### config.mk
export PLATFORM = sky130hd
export DESIGN_NAME = lift_controller
export DESIGN_NICKNAME = d
export VERILOG_FILES = /design/src/rtl/lift_pkg.sv /design/src/rtl/lift_timer.sv /design/src/rtl/lift_controller.sv
export SDC_FILE = /design/constraint.sdc
export NUM_CORES = 1
export LEC_CHECK = 0
export ABC_AREA = 1
export CAP_MARGIN = 20
export CORE_MARGIN = 3
export CORE_UTILIZATION = 40
export CTS_BUF_LIST = sky130_fd_sc_hd__clkbuf_8
export CTS_CLUSTER_DIAMETER = 80
export DETAILED_ROUTE_END_ITERATION = 8
export PLACE_DENSITY = 0.71
export SKIP_CTS_REPAIR_TIMING = 1
export SLEW_MARGIN = 20
export SYNTH_ARGS = -nofsm -noshare
export SYNTH_HDL_FRONTEND = slang
export SYNTH_HIERARCHICAL = 1
export SYNTH_SLANG_ARGS = --single-unit
export TNS_END_PERCENT = 5
### constraint.sdc
create_clock -name clk -period 4.5 [get_ports clk]
set_input_delay 0.9 -clock clk [delete_from_list [all_inputs] [get_ports clk]]
set_output_delay 0.9 -clock clk [all_outputs]
set_load 0.005 [all_outputs]
### src/rtl/lift_pkg.sv
`default_nettype none
// ============================================================================
// Module      : lift_pkg
// Description : Shared types and helpers for the lift car controller: FSM
//               state encoding, one-hot hall request codes and the
//               request -> target floor / call direction decode.
// Revision    : 1.0  initial release
// ============================================================================
package lift_pkg;

  localparam int FLOOR_W = 2;
  localparam int REQ_W   = 6;

  localparam logic [FLOOR_W-1:0] FLOOR_MIN = 2'd0;
  localparam logic [FLOOR_W-1:0] FLOOR_MAX = 2'd3;

  // One-hot hall requests as delivered by the request buffer
  localparam logic [REQ_W-1:0] REQ_1U = 6'b000001;
  localparam logic [REQ_W-1:0] REQ_2U = 6'b000010;
  localparam logic [REQ_W-1:0] REQ_3U = 6'b000100;
  localparam logic [REQ_W-1:0] REQ_2D = 6'b001000;
  localparam logic [REQ_W-1:0] REQ_3D = 6'b010000;
  localparam logic [REQ_W-1:0] REQ_4D = 6'b100000;

  typedef enum logic [2:0] {
    ST_IDLE  = 3'd0,
    ST_LATCH = 3'd1,
    ST_MOVE  = 3'd2,
    ST_DOOR  = 3'd3,
    ST_CLOSE = 3'd4
  } lift_state_e;

  typedef struct packed {
    logic               valid;   // request was exactly one-hot
    logic [FLOOR_W-1:0] target;  // floor index 0..3
    logic               up;      // hall call direction, 1 = up
  } req_dec_t;

  // Any pattern other than a single known bit (zero or multi-bit) is invalid
  function automatic req_dec_t decode_req(input logic [REQ_W-1:0] req);
    req_dec_t d;
    d       = '0;
    d.valid = 1'b1;
    case (req)
      REQ_1U:  begin d.target = 2'd0; d.up = 1'b1; end
      REQ_2U:  begin d.target = 2'd1; d.up = 1'b1; end
      REQ_3U:  begin d.target = 2'd2; d.up = 1'b1; end
      REQ_2D:  begin d.target = 2'd1; d.up = 1'b0; end
      REQ_3D:  begin d.target = 2'd2; d.up = 1'b0; end
      REQ_4D:  begin d.target = 2'd3; d.up = 1'b0; end
      default: d.valid = 1'b0;
    endcase
    return d;
  endfunction

endpackage
`default_nettype wire

### src/rtl/lift_timer.sv
`default_nettype none
// ============================================================================
// Module      : lift_timer
// Description : Loadable down-counter shared by the travel and door phases.
//               Load has priority over decrement; the count saturates at 0
//               and expired_o flags the zero value.
// Revision    : 1.0  initial release
// ============================================================================
module lift_timer #(
  parameter int CNT_W = 8
) (
  input  logic             clk,
  input  logic             rst_n,
  input  logic             load_i,
  input  logic [CNT_W-1:0] value_i,
  input  logic             dec_i,
  output logic             expired_o
);

  logic [CNT_W-1:0] count_q;

  // Count register: load a fresh interval or step down towards zero
  always_ff @(posedge clk or negedge rst_n) begin
    if (!rst_n) begin
      count_q <= '0;
    end else if (load_i) begin
      count_q <= value_i;
    end else if (dec_i && (count_q != '0)) begin
      count_q <= count_q - CNT_W'(1);
    end
  end

  assign expired_o = (count_q == '0);

endmodule
`default_nettype wire

### src/rtl/lift_controller.sv
`default_nettype none
// ============================================================================
// Module      : lift_controller
// Description : Lift car controller. Pulls one hall request per service from
//               the upstream buffer, travels floor by floor, opens and closes
//               the door, then reports idle again. All outputs are decoded
//               from registered state only.
// Revision    : 1.0  initial release
// ============================================================================
module lift_controller
  import lift_pkg::*;
#(
  parameter int TRAVEL_CYCLES = 8,
  parameter int DOOR_CYCLES   = 4,
  parameter int CNT_W         = 8
) (
  input  logic               clk,
  input  logic               rst_n,
  input  logic [REQ_W-1:0]   button_in,
  input  logic               q_empty,
  output logic               done,
  output logic [FLOOR_W-1:0] floor,
  output logic               motor_on,
  output logic               dir_up,
  output logic               door_open,
  output logic               hall_up,
  output logic               err_req
);

  localparam logic [CNT_W-1:0] TRAVEL_LOAD = CNT_W'(TRAVEL_CYCLES - 1);
  localparam logic [CNT_W-1:0] DOOR_LOAD   = CNT_W'(DOOR_CYCLES - 1);

  lift_state_e        state_q,   state_d;
  logic [FLOOR_W-1:0] floor_q,   floor_d;
  logic [FLOOR_W-1:0] target_q,  target_d;
  logic               dir_up_q,  dir_up_d;
  logic               hall_up_q, hall_up_d;
  logic               err_q,     err_d;

  logic               tmr_load;
  logic [CNT_W-1:0]   tmr_value;
  logic               tmr_dec;
  logic               tmr_expired;

  req_dec_t           req_dec;
  logic [FLOOR_W-1:0] floor_step;

  lift_timer #(
    .CNT_W (CNT_W)
  ) u_timer (
    .clk       (clk),
    .rst_n     (rst_n),
    .load_i    (tmr_load),
    .value_i   (tmr_value),
    .dec_i     (tmr_dec),
    .expired_o (tmr_expired)
  );

  assign req_dec = decode_req(button_in);

  // Next floor in the travel direction, clamped so the car never wraps
  always_comb begin
    floor_step = floor_q;
    if (dir_up_q) begin
      if (floor_q != FLOOR_MAX) floor_step = floor_q + 2'd1;
    end else begin
      if (floor_q != FLOOR_MIN) floor_step = floor_q - 2'd1;
    end
  end

  // Next-state logic: request pickup, travel, door dwell and close
  always_comb begin
    state_d   = state_q;
    floor_d   = floor_q;
    target_d  = target_q;
    dir_up_d  = dir_up_q;
    hall_up_d = hall_up_q;
    err_d     = 1'b0;
    tmr_load  = 1'b0;
    tmr_value = '0;
    tmr_dec   = 1'b0;

    case (state_q)
      ST_IDLE: begin
        // The buffer presents a fresh request on this same edge, so the
        // request itself is only sampled in LATCH.
        if (!q_empty) state_d = ST_LATCH;
      end

      ST_LATCH: begin
        if (!req_dec.valid) begin
          err_d   = 1'b1;
          state_d = ST_IDLE;
        end else begin
          target_d  = req_dec.target;
          hall_up_d = req_dec.up;
          tmr_load  = 1'b1;
          if (req_dec.target == floor_q) begin
            tmr_value = DOOR_LOAD;
            state_d   = ST_DOOR;
          end else begin
            tmr_value = TRAVEL_LOAD;
            dir_up_d  = (req_dec.target > floor_q);
            state_d   = ST_MOVE;
          end
        end
      end

      ST_MOVE: begin
        if (tmr_expired) begin
          floor_d  = floor_step;
          tmr_load = 1'b1;
          if (floor_step == target_q) begin
            tmr_value = DOOR_LOAD;
            state_d   = ST_DOOR;
          end else begin
            tmr_value = TRAVEL_LOAD;
          end
        end else begin
          tmr_dec = 1'b1;
        end
      end

      ST_DOOR: begin
        if (tmr_expired) state_d = ST_CLOSE;
        else             tmr_dec = 1'b1;
      end

      ST_CLOSE: begin
        state_d = ST_IDLE;
      end

      default: begin
        state_d = ST_IDLE;
      end
    endcase
  end

  // State and car registers; reset abandons any request in flight
  always_ff @(posedge clk or negedge rst_n) begin
    if (!rst_n) begin
      state_q   <= ST_IDLE;
      floor_q   <= '0;
      target_q  <= '0;
      dir_up_q  <= 1'b0;
      hall_up_q <= 1'b0;
      err_q     <= 1'b0;
    end else begin
      state_q   <= state_d;
      floor_q   <= floor_d;
      target_q  <= target_d;
      dir_up_q  <= dir_up_d;
      hall_up_q <= hall_up_d;
      err_q     <= err_d;
    end
  end

  // Moore output decode. The malformed-request flag is registered so it
  // carries no path from button_in; it pulses for the cycle after LATCH.
  assign done      = (state_q == ST_IDLE);
  assign floor     = floor_q;
  assign motor_on  = (state_q == ST_MOVE);
  assign dir_up    = (state_q == ST_MOVE) & dir_up_q;
  assign door_open = (state_q == ST_DOOR);
  assign hall_up   = (state_q == ST_DOOR) & hall_up_q;
  assign err_req   = err_q;

endmodule
`default_nettype wire
# Word-level counts from Yosys, hierarchy flattened

Index checks and enable logic that the tools add are counted.

Bits in registers: 18
Word-level logic and storage cells: 68
Input port bits: 9
Output and inout bits: 8

Reductions and logical operators: 12
Mux-type cells: 26
Equal/unequal tests: 16
Bitwise gates (word level): 3
$add $sub $neg: 3
Order comparisons: 1

Operator list:

| cell                | number |
|---|---|
| $mux 3              | 8 |
| $pmux 3 s6          | 1 |
| $mux 8              | 2 |
| $pmux 3 s4          | 1 |
| $logic_not 8->1     | 1 |
| $mux 1              | 8 |
| $mux 2              | 4 |
| $reduce_bool 8->1   | 1 |
| $sub 8x1->8 const B | 1 |
| $eq 3x2->1 const B  | 2 |
| $eq 6x1->1 const B  | 1 |
| $eq 6x2->1 const B  | 1 |
| $eq 6x3->1 const B  | 1 |
| $eq 6x4->1 const B  | 1 |
| $eq 6x5->1 const B  | 1 |
| $eq 6x6->1 const B  | 1 |
| $ne 2x1->1 const B  | 3 |
| $pmux 3 s2          | 1 |
| $reduce_or 6->1     | 1 |
| $eq 2x2->1          | 2 |
| $ne 2x2->1 const B  | 2 |
| $reduce_and 2->1    | 2 |
| $reduce_and 4->1    | 1 |
| $reduce_bool 2->1   | 2 |
| other kinds (11)    | 12 |

# Longest topological paths before layout

Gate-level depths: netlist of the first run.

Depth in word-level cells: 8
Mapped depth: 14
Gate-level depth less buffers: 14

# By module

The synthesis of the first run kept the hierarchy.

Modules (own cells, without submodules):

| module          | seq. area each (um2) | cells each | times used | area each (um2) |
|---|---|---|---|---|
| lift_controller | 250.2                | 115        | 1          | 785.8 |
| lift_timer      | 200.2                | 93         | 1          | 596.8 |

# Worst setup path before layout of the first run

OpenSTA, ideal clock, no wires.

Path type: input-to-reg
Start point: input button_in[3]
End point: register u_timer.count_q[0]
Arrival time: 2.098 ns
Data required time: 4.375 ns
Path buffers: 1
Library setup time: 0.125 ns
Path slack: 2.277 ns
Stages: 11
Cell sequence: inv_2 -> nand2_1 -> nor2_1 -> nand2_1 -> nand3_2 -> nand2_2 -> o21ai_1 -> clkbuf_1 -> o21ai_0 -> nand2_1 -> o21ai_1

Cells in the longest elaborated chain, start to end: 6
Elaborated cells on any way between the ends: 14
Classes of those cells: eq/ne (6); mux (6); reduce/logical (2)

Ends and longest elaborated chain:

| element                                            | line                  | text |
|---|---|---|
| start: declaration                                 | lift_controller.sv:19 | `input logic [REQ_W-1:0] button_in,` |
| $eq 6x6->1, or another cell as far along           | lift_pkg.sv:44        | `case (req)` |
| $reduce_or 6->1 (no line) *                        | n/a                   |  |
| $mux 1 *                                           | lift_pkg.sv:44        |  |
| $mux 1 *                                           | lift_controller.sv:91 | `if (!req_dec.valid) begin` |
| $pmux 1 s2 *                                       | lift_controller.sv:83 | `case (state_q)` |
| net tmr_load                                       | lift_controller.sv:40 | `logic tmr_load;` |
| $mux 8 / $reduce_bool 2->1 (equally long branches) | n/a                   |  |
| end signal: assignment                             | lift_timer.sv:27      | `count_q <= value_i;` |
| end signal: assignment                             | lift_timer.sv:29      | `count_q <= count_q - CNT_W'(1);` |
| end: declaration                                   | lift_timer.sv:20      | `logic [CNT_W-1:0] count_q;` |

Mark *: on every way through the listed nets, which the timed path passes. The rest lies on a longest branch.
A chain may end at the register's enable or synchronous reset.

# Worst setup path after layout of the first run

Start point: input button_in[5]
End point: register u_timer.count_q[4]

Same word-level chain as after synthesis.

==> run summary, run 1 <==
gr ovfl total: 0
Tcrit/Tclk final: 0.669
CTS root buf: clkbuf_8
final setup fails: 0
CP endpoint kind: flip-flop
Syn-to-layout area delta: 20.4%
1st-iter DRT viols: 63
WL/cell: 10.2 um
yosys warns: 6
reg-to-reg slack, setup: 1690 ps
CP required: 4650 ps
Pleak: 0.000848 uW
gpl congestion: 0.853
min-delay worst type: reg2reg
Layout fillers: 322
layout cells sized above 1: 0.143
Worst Path Arrival: 3160 ps
design area: 0.00166 mm^2
largest net degree at the start of global routing: 19
synth cell count leaders: 68 x nand2_1, 22 x nor2_1, 20 x inv_1
Sinks on Clock Net: 18
dominant cell type by area after synthesis: dfrtp_1
Post-Syn Area: 0.00138 mm^2
Synth top area share: 0.326
DRC viols: 0
Die ar.: 0.00420 mm^2
Starting Density: 0.435
worst hold stages: 2
vias per cell: 4.75
type of origin of the critical path: primary input
Pins Over Slew Limit: 0
H-tree levels: 1
Post-synth ARST share: 1.00
top-count cell post-synth: nand2_1
Crit Path Class: in2reg
register area: 450 um^2
row count: 20
first-pass detailed-route iteration total: 4
routed vias: 1,306
MaxCap Viol Count: 0
area share of fa/ha/maj cells after synthesis: 0.0362
WL final: 2800 um
worst vdd ir: 200 uV
Antenna Diode Count: 0
Nets: 245
critical path fanouts, max: 15
Multi-input gate area: 820 um^2
antenna violations before repair: 0
Setup TNS Final: 0 ps
run status: completed
R2R Path Start: u_timer/count_q[0]
I/O pins: 17
fraction of the mapped netlist area in compound gates: 0.0932
Syn Inst Count: 208
clk buf depth: 2
Simple-Gate Fraction of Synth Area: 0.437
RSZ-0062 raised after global routing: no
CTS tree: built
clk_lat worst skew: 260 ps
ANT nets after route: 0
mux cell area share after synthesis: 0
post-synthesis sequential area ratio: 0.326
first-pass GRT wire length: 5020 um
Fmax achieved: 332 MHz
GRT Util Overall: 0.152
pwr/cell area: 490 mW/mm^2
R2R depth: 11
largest family of logic cells by synthesized area: simple AND/OR/NAND/NOR gates
area after detailed placement: 0.00161 mm^2
vias in the first global route: 1,223
post-synthesis register bit count: 18
commonest register cell after synthesis: dfrtp_1
xor/xnor share of the synthesized area: 0.0127
Worst Skew: 2.04 ps
number of failing hold endpoints at the final stage: 0
post-synth cell types: 31
HPWL Detailed: 2200 um
Mean Syn Cell Area: 6.65 um^2
clk slew on worst S/H paths: 70 ps
R2R Path End: u_timer/count_q[4]
port buffer count: 16
slew margin rel.: 0.453
post-layout min period: 3010 ps
Die W: 64.8 um
Hold Crit Start: target_q[1]
cts bufs inserted: 3
die height: 64.8 um
ranking of synthesized cells by area: dfrtp_1 33%, nand2_1 18%, nand3_1 6.5%
number of synthesized flops with an enable pin: 0
core footprint: 0.00318 mm^2
worst-case hold path end point: target_q[1]
Worst-Margin Slew: 815 ps
cells by family (layout without fill, tap and decap cells):
| logic type | count (synthesis) | after routing |
|---|---|---|
| buf+inv | 33 | 52 |
| other cells | 1 | 5 |
| simple gates | 128 | 128 |
| compound gates | 22 | 22 |
| flops | 18 | 18 |
| xor+xnor | 2 | 2 |
| fa+ha+maj | 4 | 4 |
worst max path at each step:
stage	startpoint	slack (ps)	end
after CTS	button_in[1]	1500	u_timer/count_q[3]
final	button_in[5]	1490	u_timer/count_q[4]
after global routing	button_in[1]	1220	u_timer/count_q[2]
after global placement	button_in[1]	1300	u_timer/count_q[4]
after floorplan	button_in[3]	2280	u_timer/count_q[0]
after detailed placement	button_in[1]	1210	u_timer/count_q[3]
cell usage in the layout, fill, tap and decap left out, drive strengths merged:
cell type      count
nand2             74
inv               31
nor2              26
nand3             21
dfrtp             18
clkdlybuf4s50     16
o21ai             16
conb               5
a21oi              4
ha                 4
clkbuf             4
nand3b             2
nand4              2
nor3               2
a31oi              1
xor2               1
nor4               1
o21bai             1
clkinv             1
xnor2              1
through the flow:
step	power (uW)	hold slack [ps]	cells	setup slack, ps	util
3_3_place_gp	675	489	271	1300	0.506
4_1_cts	820	510	275	1500	0.524
2_1_floorplan	568	456	212	2280	-
3_5_place_dp	681	492	271	1210	0.506
6_report	816	512	275	1490	0.524
5_1_grt	900	556	275	1220	0.524
flip-flops by register name, summed over array words and instances, names as in the netlist:
name,count
dir_up_q,1
err_req,1
floor,2
hall_up_q,1
state_q,3
target_q,2
u_timer/count_q,8
critical path: stages:
cell and delay (ps):
clkdlybuf4s50_1 460, inv_2 60, nand2_1 70, nor2_1 140, nand2_1 100, nand3_2 130
nand2_2 100, o21ai_1 460, inv_1 340, nand2_4 200, clkinv_2 80, nand2_1 60
nand2_1 50
layer usage:
metal	global-route usage	vias up	routed length, um
li1	-	697	-
met1	0.207	583	1440
met2	0.230	24	1230
met3	0.0225	2	103
met4	0.0792	0	27
met5	0	-	0
layout make-up:
type / count / area share
clock buffers: 4 / 0.0331
repair buffers: 16 / 0.0962
inverters: 32 / 0.0744
multi-input cells: 161 / 0.492
flip-flops and latches: 18 / 0.271
well taps: 44 / 0.0331
report_power, final:
part	internal, uW	switching, uW
combinational	160	241
sequential	219	59.9
clock	77.9	58.7
total	457	359
(Power assumes the default switching activity.)
==> inputs of run 2 (changes only) <==
- PLACE_DENSITY: 0.71 -> 0.73
- clock period: 4.5 -> 2.6 ns (I/O delays scaled with it)
==> run 2 against run 1 <==
Effect of this change:
- worst setup slack got worse by 1200 ps
- clock power grew 72%
- core utilization up 0.47 points
- register-to-register slack lost 1200 ps
- cell count rose by 0.73%
- critical path depth shrank 7
- sequential share of layout area shrank 0.24 points
- die area did not move
- worst hold slack worse by 15 ps
- first-iteration DRC count down 27%
- global-route usage is essentially flat
- critical path type is now reg2out
- critical endpoint is now hall_up
==> run summary, run 2 (synthesis gave the netlist of run 1 again) <==
run status: completed (unchanged)
Pleak: 0.000858 uW (was 0.000848 uW)
port buffer count: 16 (unchanged)
vias per cell: 4.67 (was 4.75)
most frequent cells in the layout: 68 x nand2_1, 22 x nor2_1, 20 x inv_1 (unchanged)
Final Util: 0.528 (was 0.524)
min-delay worst type: reg2reg (unchanged)
Tcrit/Tclk final: 0.873
gpl congestion: 0.849 (was 0.853)
type of origin of the critical path: flip-flop (was primary input)
Top Registers: u_timer/count_q: 8 flops, state_q: 3 flops (unchanged)
I/O pins: 17 (unchanged)
Syn-to-layout area delta: 21.4% (was 20.4%)
reported net switching power: 610 uW (was 359 uW)
ANT nets after route: 0 (unchanged)
Most flops, register: u_timer/count_q (unchanged)
clk slew on worst S/H paths: 70 ps (about the same)
Comb pwr share: 0.489 (was 0.490)
Multi-input gate area: 820 um^2 (unchanged)
routed vias: 1,293 (was 1,306)
largest net degree at the start of global routing: 19 (unchanged)
1st-iter DRT viols: 46 (was 63)
register area: 450 um^2 (unchanged)
Setup TNS Final: 0 ps (unchanged)
number of failing hold endpoints at the final stage: 0 (unchanged)
Die ar.: 0.00420 mm^2 (unchanged)
CTS root buf: clkbuf_8 (unchanged)
Crit Path Class: reg2out (was in2reg)
first-pass detailed-route iteration total: 5 (was 4)
Critical-path top delay cell: clkdlybuf4s50_1 (unchanged)
Internal: 792 uW (was 457 uW)
switching fraction of total power: 0.435 (was 0.440)
clk_lat worst skew: 250 ps (was 260 ps)
CP required: 2080 ps (was 4650 ps)
HPWL Detailed: 2150 um (was 2200 um)
vias in the first global route: 1,168 (was 1,223)
Worst Path Arrival: 1750 ps (was 3160 ps)
final setup fails: 0 (unchanged)
Antenna Diode Count: 0 (unchanged)
cts bufs inserted: 3 (unchanged)
Layout fillers: 316 (was 322)
Largest register FFs: 8 (unchanged)
CTS tree: built (unchanged)
antenna violations before repair: 0 (unchanged)
gr ovfl total: 0 (unchanged)
post-layout min period: 2270 ps
Clk pwr share: 0.168 (was 0.167)
Nets: 247 (was 245)
CP endpoint kind: primary output (was flip-flop)
dpl cells: 273 (was 271)
row count: 20 (unchanged)
pwr/cell area: 835 mW/mm^2 (was 490 mW/mm^2)
first-pass GRT wire length: 5060 um (was 5020 um)
die height: 64.8 um (unchanged)
Seq pwr share: 0.343 (was 0.342)
worst vdd ir: 454 uV (was 200 uV)
most common cell after layout, fill and taps aside: nand2_1 (unchanged)
RSZ-0062 raised after global routing: no (unchanged)
H-tree levels: 1 (unchanged)
worst path cell trace: inv_1 -> nand2_2 -> nor2_1 -> inv_1 -> nor2_1 -> clkdlybuf4s50_1 (was clkdlybuf4s50_1 -> inv_2 -> nand2_1 -> nor2_1 -> nand2_1 -> nand3_2 -> nand2_2 -> o21ai_1 -> inv_1 -> nand2_4 -> clkinv_2 -> nand2_1 -> nand2_1)
GRT Util Overall: 0.151 (was 0.152)
WL/cell: 10.2 um (about the same)
Sinks on Clock Net: 18 (unchanged)
Worst Skew: 1.83 ps (was 2.04 ps)
Die W: 64.8 um (unchanged)
critical path fanouts, max: 4 (was 15)
fin cells: 277 (was 275)
Fmax achieved: 441 MHz
WL final: 2830 um (was 2800 um)
MaxCap Viol Count: 0 (unchanged)
Starting Density: 0.435 (unchanged)
Pins Over Slew Limit: 0 (unchanged)
clk buf depth: 2 (unchanged)
core footprint: 0.00318 mm^2 (unchanged)
crit-path max cell delay: 500 ps (was 460 ps)
layout cells sized above 1: 0.150 (was 0.143)
DRC viols: 0 (unchanged)
==> run 2: layout make-up <==
type                            instances  area share
Tap cell                               44      0.0328
Sequential cell                        18       0.268
Inverter                               32      0.0738
Multi-Input combinational cell        161       0.488
Clock buffer                            4      0.0328
Timing Repair Buffer                   18       0.104
==> run 2: final timing paths <==
kind	slack, ps	depth (start not counted)	start	endpoint
setup reg to reg	480	11	u_timer/count_q[0]	u_timer/count_q[2]
min in group asynchronous	590	2	rst_n	hall_up_q
setup / recovery	330	6	state_q[2]	hall_up
hold reg to reg	500	2	target_q[1]	target_q[1]
hold / removal	500	2	target_q[1]	target_q[1]
max in group asynchronous	1810	2	rst_n	u_timer/count_q[0]
==> run 2: worst max-delay path, delay by kind of cell (launching register included) <==
family,cells,cell delay (ps)
and+or+nand+nor,3,370
buffers and inverters,3,670
DFF,1,450
==> run 2: through the flow <==
step	total power [uW]	area, um^2	setup WS (ps)	hold WS [ps]
finish	1400	1680	331	496
global placement	1150	1620	216	476
floorplan	982	1400	570	224
detailed placement	1170	1620	168	481
global route	1560	1680	201	559
CTS	1410	1680	318	499
==> run 2: per-layer routing <==
layer | vias to the layer above | global-route usage | wire (um)
li1 | 701 | - | -
met1 | 576 | 0.197 | 1430
met2 | 14 | 0.246 | 1280
met3 | 2 | 0.0295 | 86
met4 | 0 | 0.0580 | 30
met5 | - | 0 | 0
==> run 2: power by group through the flow <==
stage | logic [uW] | registers (uW) | clock network [uW]
after floorplan | 518 | 464 | 0
after global placement | 672 | 481 | 0
after detailed placement | 685 | 484 | 0
after CTS | 691 | 480 | 240
after global routing | 808 | 498 | 249
final | 686 | 481 | 236
